<file path="config.mk">
export PLATFORM = sky130hd
export DESIGN_NAME = mem_access_ctrl
export DESIGN_NICKNAME = d
export VERILOG_FILES = /design/src/rtl/mem_access_ctrl.sv
export SDC_FILE = /design/constraint.sdc
export NUM_CORES = 1
export LEC_CHECK = 0
export BUFFER_PORTS_ARGS = -buffer_cell sky130_fd_sc_hd__buf_4
export CORE_AREA = 2 2 39 41
export CTS_CLUSTER_DIAMETER = 40
export DETAILED_ROUTE_END_ITERATION = 8
export DIE_AREA = 0 0 41 43
export GPL_ROUTABILITY_DRIVEN = 0
export SLEW_MARGIN = 15
export SYNTH_ARGS = -nofsm -noshare
export SYNTH_HDL_FRONTEND = slang
export SYNTH_SLANG_ARGS = --single-unit
</file>
<file path="constraint.sdc">
create_clock -name clk -period 1.8 [get_ports clk]
set_clock_uncertainty 0.1 [all_clocks]
set_input_delay 0.54 -clock clk [delete_from_list [all_inputs] [get_ports clk]]
set_output_delay 0.54 -clock clk [all_outputs]
set_load 0.1 [all_outputs]
</file>
<file path="src/rtl/mem_access_ctrl.sv">
// Memory access sequencer: arbitrates fetch (owner 0) and data (owner 1) round-robin
// and steps MAR/RAM/MDR control through ADDR, RWAIT, CAPT or WR.
module mem_access_ctrl #(
  parameter int RAM_LAT = 1,
  parameter int CNT_W   = 3
) (
  input  logic clk,
  input  logic Clear,
  input  logic fetch_req,
  input  logic data_req,
  input  logic data_we,
  output logic fetch_gnt,
  output logic data_gnt,
  output logic MARIn,
  output logic mem_rd,
  output logic mem_we,
  output logic Read,
  output logic MDRIn,
  output logic fetch_done,
  output logic data_done,
  output logic busy
);

  typedef enum logic [2:0] {
    S_IDLE,
    S_ADDR,
    S_RWAIT,
    S_CAPT,
    S_WR
  } state_t;

  localparam logic [CNT_W-1:0] LAT_LOAD = (RAM_LAT > 0) ? CNT_W'(RAM_LAT - 1) : '0;

  state_t           r_state;
  state_t           w_state_nxt;
  logic             r_owner;
  logic             r_last_owner;
  logic             r_op_we;
  logic [CNT_W-1:0] r_lat_cnt;
  logic             w_any_req;
  logic             w_winner;

  // On contention the requester that did not win last time goes first.
  always_comb begin
    w_any_req = fetch_req | data_req;
    if (fetch_req && data_req) begin
      w_winner = ~r_last_owner;
    end else begin
      w_winner = data_req;
    end
  end

  always_comb begin
    w_state_nxt = r_state;
    case (r_state)
      S_IDLE: begin
        if (w_any_req) begin
          w_state_nxt = S_ADDR;
        end
      end
      S_ADDR: begin
        if (r_op_we) begin
          w_state_nxt = S_WR;
        end else if (RAM_LAT == 0) begin
          w_state_nxt = S_CAPT;
        end else begin
          w_state_nxt = S_RWAIT;
        end
      end
      S_RWAIT: begin
        if (r_lat_cnt == '0) begin
          w_state_nxt = S_CAPT;
        end
      end
      S_CAPT:  w_state_nxt = S_IDLE;
      S_WR:    w_state_nxt = S_IDLE;
      default: w_state_nxt = S_IDLE;
    endcase
  end

  always_ff @(posedge clk or negedge Clear) begin
    if (!Clear) begin
      r_state      <= S_IDLE;
      r_owner      <= 1'b0;
      r_last_owner <= 1'b1;
      r_op_we      <= 1'b0;
      r_lat_cnt    <= '0;
    end else begin
      r_state <= w_state_nxt;
      if (r_state == S_IDLE && w_any_req) begin
        r_owner      <= w_winner;
        r_last_owner <= w_winner;
        r_op_we      <= w_winner & data_we;
      end
      if (r_state == S_ADDR && !r_op_we) begin
        r_lat_cnt <= LAT_LOAD;
      end else if (r_state == S_RWAIT && r_lat_cnt != '0) begin
        r_lat_cnt <= r_lat_cnt - 1'b1;
      end
    end
  end

  // Outputs depend only on registered state and owner, never on the request inputs.
  always_comb begin
    fetch_gnt  = 1'b0;
    data_gnt   = 1'b0;
    MARIn      = 1'b0;
    mem_rd     = 1'b0;
    mem_we     = 1'b0;
    Read       = 1'b0;
    MDRIn      = 1'b0;
    fetch_done = 1'b0;
    data_done  = 1'b0;
    busy       = (r_state != S_IDLE);
    case (r_state)
      S_ADDR: begin
        MARIn     = 1'b1;
        fetch_gnt = ~r_owner;
        data_gnt  = r_owner;
      end
      S_RWAIT: begin
        mem_rd = 1'b1;
      end
      S_CAPT: begin
        mem_rd     = 1'b1;
        Read       = 1'b1;
        MDRIn      = 1'b1;
        fetch_done = ~r_owner;
        data_done  = r_owner;
      end
      S_WR: begin
        mem_we    = 1'b1;
        data_done = 1'b1;
      end
      default: ;
    endcase
  end

endmodule
</file>
After elaboration in Yosys (flattened, before gate mapping)
Cells that the tools add are included.

cells by class
  $add $sub $neg = 1
  eq/ne operators = 6
  mux-type cells = 15
  bitwise logic cells = 4
  reductions and logical operators = 12

operator list
  operator                                          count
  two-way mux 3 bit                                 5
  case mux 3 bit (3 select lines)                   1
  two-way mux 1 bit                                 8
  == test 3 x 2 -> 1 bit, second input constant     2
  logical NOT 3 bit                                 2
  nonzero test 3 bit                                2
  logical AND 1 bit                                 4
  inequality test 2 bit, second input constant      2
  == test 3 x 1 -> 1 bit, second input constant     1
  == test 3 bit, second input constant              1
  subtractor 3 x 1 -> 3 bit, second input constant  1
  inverter 1 bit                                    2
  case mux 1 bit (2 select lines)                   1
  AND reduction 2 bit                               1
  nonzero test 2 bit                                1
  OR reduction 2 bit                                1
  AND 1 bit                                         1
  logical NOT 1 bit                                 1
  bitwise OR 1 bit                                  1

storage, ports and cells
  flip-flop bits (word level) = 9
  bits of input ports = 5
  output and inout port bits = 10
  word-level logic and storage cells = 43

Logic depth before layout (Yosys ltp)
Gate-level depths: netlist of run 1.

  word-level depth = 4
  depth in mapped cells = 5
  gate-level depth less buffers = 5

Worst setup path before layout of run 1
OpenSTA, ideal clock, no wires.

  path type = register to output
  from = register r_state[1]
  to = output port data_done
  arrival = 3.587 ns
  data required time = 1.160 ns
  slack = -2.427 ns
  stages on the path, launching flop included = 4
  buffers on the path = 1
  path through = dfrtp_1 > buf_2 > nor3b_1 > a21o_1

on the way
  longest elaborated chain between the ends = 2
  elaborated cells between the ends (all ways) = 3
  classes of those cells = eq/ne: 2; mux: 1

RTL lines
  what                                                            line  source
  start, declared                                                 34    state_t r_state;
  start signal, assigned                                          89    r_state <= w_state_nxt;
  == test 3 bit / == test 3 x 2 -> 1 bit (equally long branches)  115   case (r_state)
  case mux 1 bit (2 select lines) *                               115
  end, declared                                                   20    output logic data_done,

Mark *: on every way between the ends. The rest lies on a longest branch, timed or not.

Worst setup path in the final report of run 1
  from = register r_state[0]
  to = output port data_done

The elaborated chain is that of the path after synthesis.

==> flow_metrics.tcl, run 1 <==
set metrics [dict create \
    worst_ep_arrival_time_ns 1.34 \
    die_area_um2 1760 \
    min_path_type "input pin to flip-flop" \
    cts-root-buf "clkbuf_4" \
    slew_viol_final 0 \
    cts_max_level 1 \
    antenna_found_initial 0 \
    crit_path_start_kind "flip-flop" \
    antenna_left 0 \
    synthesis.area_um2 528 \
    max_cap_viol_count 0 \
    async_flop_share_pct 100 \
    drc 0 \
    wl_per_cell_um 12.2 \
    timing.rr.start "r_state[2]" \
    yosysTopAreaCellShare_pct 37.9 \
    synth_area_leaders "dfrtp_1 (38%), dfstp_2 (5.0%), ha_1 (4.7%)" \
    path_cells "nor2b_4 > and2_4 > a21o_4 > buf_12" \
    coreArea_um2 1380 \
    cts_buffers 3 \
    synth_common_cells "dfrtp_1 (8), inv_1 (4), nor2_1 (4), nor2b_1 (4), and2_1 (3)" \
    drive_gt1_share_pct 55.8 \
    antennaDiodeCount 0 \
    grt_use_total_pct 16.3 \
    yosysMostFrequentCell "dfrtp_1" \
    vias 459 \
    cts.reportedPaths.clkPinSlew_ns 0.06 \
    path_max_fanout 4 \
    yosysTopAreaCell "dfrtp_1" \
    fin_crit_ns 1.98 \
    syn_to_final_growth_pct 67.5 \
    rsz0062_at_grt "yes" \
    finalHoldViolCount 0 \
    crit_type "flip-flop to primary output" \
    grt_max_degree 10 \
    grt_pass1_wl_mm 1.90 \
    placedInstanceArea_um2 723 \
    cts_tree "built" \
    pin_count 15 \
    finalSetupViolCount 9 \
    max_stage_delay_ns 0.42 \
    post-place-ws_ns 0.0102 \
    drt-pass1-iter-count 4 \
    setup_tns_ns -1.23 \
    hp-start "fetch_req" \
    endpoint_kind "primary output" \
    viasPerCell 4.94 \
    fp-row-count 14 \
    cts.sinks 9 \
    die_h_um 43 \
    drt-total-wl_mm 1.13 \
    port_buffers 14 \
    setup_ws_ns -0.182 \
    overflow 0 \
    fin_area_um2 885 \
    required_ns 1.16 \
    synth-seq-cells 9 \
    tightest_slew_ns 0.307 \
    die-width_um 41 \
    grt_pass1_vias 466 \
    ys_warn_count 0 \
    worstSkewPairLatency_ns 0.26 \
    hold_slack_ns 0.360 \
    cts_buffer_depth 2 \
    slew_headroom_pct 79.5 \
    nets 85 \
    avgSynthCellArea_um2 10.4 \
    drtIter0Drc 5 \
    synth-edff-count 0 \
    synth_cell_types 29 \
    start_util_pct 38.2 \
    postSynthCellCount 51 \
    dominantRegCellSynth "dfrtp_1" \
    max_freq_mhz 505 \
    post-dp-hpwl_um 794 \
    cp-startpoint "r_state[0]" \
    violations "negative setup slack" \
    ys_seq_area_share_pct 42.9 \
    crit_slowest_cell "dfrtp_2" \
    finalCritPeriodShare_pct 110 \
    syn_nets 58 \
    status "finished with violations" \
]
==> final cells by class <==
type | count | area, um2
clock buffers | 4 | 26.3
fillers | 116 | 499
inverters | 4 | 15.0
multi-input cells | 36 | 325
flip-flops and latches | 9 | 229
well taps | 16 | 20.0
repair buffers | 24 | 269
==> sequential cells by signal, indices dropped and copies added, names as in the netlist <==
signal / cells
r_lat_cnt: 3
r_op_we: 1
r_state: 3
r_last_owner: 1
r_owner: 1
==> per-stage QoR <==
step	std cells	util, %
2_1_floorplan	51	-
3_3_place_gp	84	52.3
5_1_grt	93	63.9
3_5_place_dp	84	52.3
4_1_cts	93	63.9
6_report	93	63.9
==> what timing repair did <==
item,in CTS,in global routing
setup endpoints to repair,10,10
pin swaps,1,1
gates resized for setup,24,0
hold buffers,1,0
setup buffers,4,0
endpoints found under the hold margin,8,0
==> layout by cell type, fill, tap and decap left out, types with 2 or more instances in the layout <==
cell,synthesis,layout
nor2_1,4,4
dfrtp_1,8,6
inv_1,4,4
nand2_1,2,2
buf_6,0,3
and2_4,0,2
ha_1,2,2
clkbuf_4,0,3
a31oi_1,2,2
nor2b_4,0,3
buf_4,1,14
dfrtp_2,0,2
buf_12,0,6
==> final timing paths <==
path	to	slack, ns	depth (start not counted)
worst max-delay path	data_done	-0.18	4
worst min-delay path	r_last_owner	0.36	2
worst max register to register	r_lat_cnt[0]	0.21	5
worst min register to register	r_last_owner	0.43	2
max in group asynchronous	r_last_owner	0.85	2
min in group asynchronous	r_lat_cnt[0]	0.54	2
==> logic make-up (layout without fill, tap and decap cells) <==
group	count (synthesis)	after routing	synth area share (%)
mux	2	2	4.74
buf+inv	6	32	5.21
compound gates	11	11	14.9
simple gates	21	21	27.5
fa+ha+maj	2	2	4.74
flops	9	9	42.9
==> worst max-delay path: cells and delay by family, from the launching register on <==
| family | cells | cell delay [ns] |
|---|---|---|
| flops | 1 | 0.42 |
| simple gates | 2 | 0.30 |
| compound gates | 1 | 0.20 |
| buf+inv | 1 | 0.16 |
==> per-layer routing <==
layer / up-vias / wire length, um / global-route usage [%]
li1: 230 / - / -
met1: 215 / 528 / 20.7
met2: 14 / 542 / 24.1
met3: 0 / 60 / 4.71
met4: 0 / 0 / 8.00
met5: - / 0 / 0
Power of run 1 is left out: the tool's default activity adds up to more than one toggle a clock period on the data nets, which glitch-free logic cannot reach.
==> run 2, diff against run 1 <==
Settings changed: ABC_AREA set to 1.
==> flow_metrics.tcl, run 2 <==
set metrics [dict create \
    grt_pass1_wl_mm 2.10 \
    drt-pass1-iter-count 4 \
    synth-seq-cells 9 \
    slew_headroom_pct 84.4 \
    grt_use_total_pct 17.2 \
    layout_commonest_cell "buf_4" \
    fin_crit_ns 1.96 \
    async_flop_share_pct 100 \
    min_path_type "flip-flop to flip-flop" \
    status "finished with violations" \
    rsz0062_at_grt "yes" \
    syn_nets 74 \
    syn_to_final_growth_pct 98.5 \
    synth_common_cells "nand2_1 (16), inv_1 (12), dfrtp_1 (8), nand3_1 (8), nor2_1 (7)" \
    drtIter0Drc 6 \
    postSynthCellCount 67 \
    yosysTopAreaCell "dfrtp_1" \
    yosysTopAreaCellShare_pct 38.8 \
    slew_viol_final 0 \
    timing.rr.start "r_state[0]" \
    path_cells "or2_4 > o22ai_4 > buf_12" \
    drive_gt1_share_pct 55.9 \
    pin_count 15 \
    fp-row-count 14 \
    cts_max_level 1 \
    worstHoldPathCells 2 \
    post-dp-hpwl_um 841 \
    finalCritPeriodShare_pct 109 \
    wl_per_cell_um 11.0 \
    antennaDiodeCount 0 \
    final_cell_mix "buf_4 (18), nand2_1 (14), buf_12 (10)" \
    worstSkewPairLatency_ns 0.26 \
    required_ns 1.16 \
    hp-start "r_last_owner" \
    rr_worst_depth 9 \
    reg_top3 "r_lat_cnt x3, r_state x3" \
    start_util_pct 37.3 \
    finalHoldViolCount 0 \
    max_freq_mhz 511 \
    synth_area_leaders "dfrtp_1 (39%), nand2_1 (12%), inv_1 (8.7%)" \
    nets 110 \
    setup_ws_ns -0.159 \
    die_area_um2 1760 \
    die-width_um 41 \
    regToRegSetupSlack_ns 0.21 \
    finalSetupViolCount 10 \
    crit_slowest_cell "dfrtp_2" \
    cts.sinks 9 \
    tightest_slew_ns 0.232 \
    final_core_util_pct 74.0 \
    yosysMostFrequentCell "nand2_1" \
    cts-root-buf "clkbuf_4" \
    worst_ep_arrival_time_ns 1.32 \
    max_cap_viol_count 0 \
    die_h_um 43 \
    r2r_end "r_lat_cnt[0]" \
    drt-total-wl_mm 1.29 \
    antenna_found_initial 0 \
    drc 0 \
    path_max_fanout 5 \
    port_buffers 14 \
    crit_type "flip-flop to primary output" \
    cts_buffer_depth 2 \
    coreArea_um2 1380 \
    cts.reportedPaths.clkPinSlew_ns 0.06 \
    grt_max_degree 10 \
    viasPerCell 4.53 \
    synth_cell_types 16 \
    ys_warn_count 0 \
    cts_buffers 3 \
    overflow 0 \
    avgSynthCellArea_um2 7.69 \
    endpoint_kind "primary output" \
    cts_tree "built" \
    antenna_left 0 \
    dominantRegCellSynth "dfrtp_1" \
    grt_pass1_vias 537 \
    synthesis.area_um2 515 \
    ys_seq_area_share_pct 43.9 \
    violations "negative setup slack" \
    synth-edff-count 0 \
    min_to "r_last_owner" \
    max_stage_delay_ns 0.43 \
    crit_path_start_kind "flip-flop" \
    vias 535 \
]
==> run 2: cell count changes in the layout (fill, tap and decap cells not counted), moves of 4 or more <==
cell	previous run	this run
nand2_1	2	14
nand3_1	0	7
nor2_4	0	6
inv_1	4	9
buf_12	6	10
buf_4	14	18
==> run 2: routing by layer <==
| layer | track usage (%) | up-vias | share of wire [%] |
|---|---|---|---|
| met4 | 6.00 | 0 | 0 |
| met1 | 20.9 | 249 | 39 |
| li1 | - | 274 | - |
| met5 | 0 | - | 0 |
| met3 | 1.57 | 0 | 2.7 |
| met2 | 29.7 | 12 | 58 |
==> run 2: timing repair <==
| action | CTS | global route |
|---|---|---|
| cloned | 0 | 0 |
| endpoints found under the setup margin | 10 | 10 |
| endpoints found under the hold margin | 8 | 0 |
| buffers inserted | 5 | 6 |
| gates resized for setup | 31 | 5 |
| hold buffers | 1 | 0 |
| pin swaps | 5 | 6 |
==> run 2: how the worst max path moves through the flow <==
stage | start | end | slack (ns) | cells after the start
final | r_state[0] | data_done | -0.16 | 3
after global routing | r_state[0] | mem_rd | -0.21 | 5
after CTS | r_state[0] | data_done | -0.16 | 3
after detailed placement | r_state[1] | MARIn | 0.02 | 4
after global placement | r_state[1] | fetch_gnt | 0.04 | 4
after floorplan | r_state[2] | Read | -0.25 | 4
==> run 2: area by class of cell <==
cell class	instances	area [um2]
clock buffer	4	26.3
fill	104	360
inverter	13	56.3
multi-input combinational	44	309
sequential	9	229
tap	16	20.0
timing repair buffer	32	383
==> run 2: logic make-up (layout without fill, tap and decap cells) <==
kind of cell,Yosys count,in the layout,synth area share [%]
flip-flops,9,9,43.9
adder cells (fa/ha/maj),2,2,4.85
buffers and inverters,14,49,10.9
AND/OR/NAND/NOR,38,38,35.0
AO/OA/AOI/OAI,3,3,3.64
XOR/XNOR,1,1,1.70
==> run 2: worst max-delay path: cells and delay by family, from the launching register on <==
| kind | cells | cell delay [ns] |
|---|---|---|
| AOI/OAI and AO/OA | 1 | 0.15 |
| buffers and inverters | 1 | 0.19 |
| DFF | 1 | 0.43 |
| and+or+nand+nor | 1 | 0.29 |
==> run 2: through the flow <==
| step | cells | worst slack [ns] | TNS (ns) | cell area, um2 | hold slack [ns] |
|---|---|---|---|---|---|
| finish | 118 | -0.159 | -1.14 | 1020 | 0.360 |
| global route | 118 | -0.210 | -1.68 | 1020 | 0.402 |
| CTS | 112 | -0.165 | -1.07 | 946 | 0.364 |
| detailed placement | 102 | 0.0210 | 0 | 747 | 0.270 |
| global placement | 102 | 0.0380 | 0 | 747 | 0.269 |
| floorplan | 67 | -0.250 | -0.835 | 597 | 0.144 |
Power of run 2 is left out for the same reason.
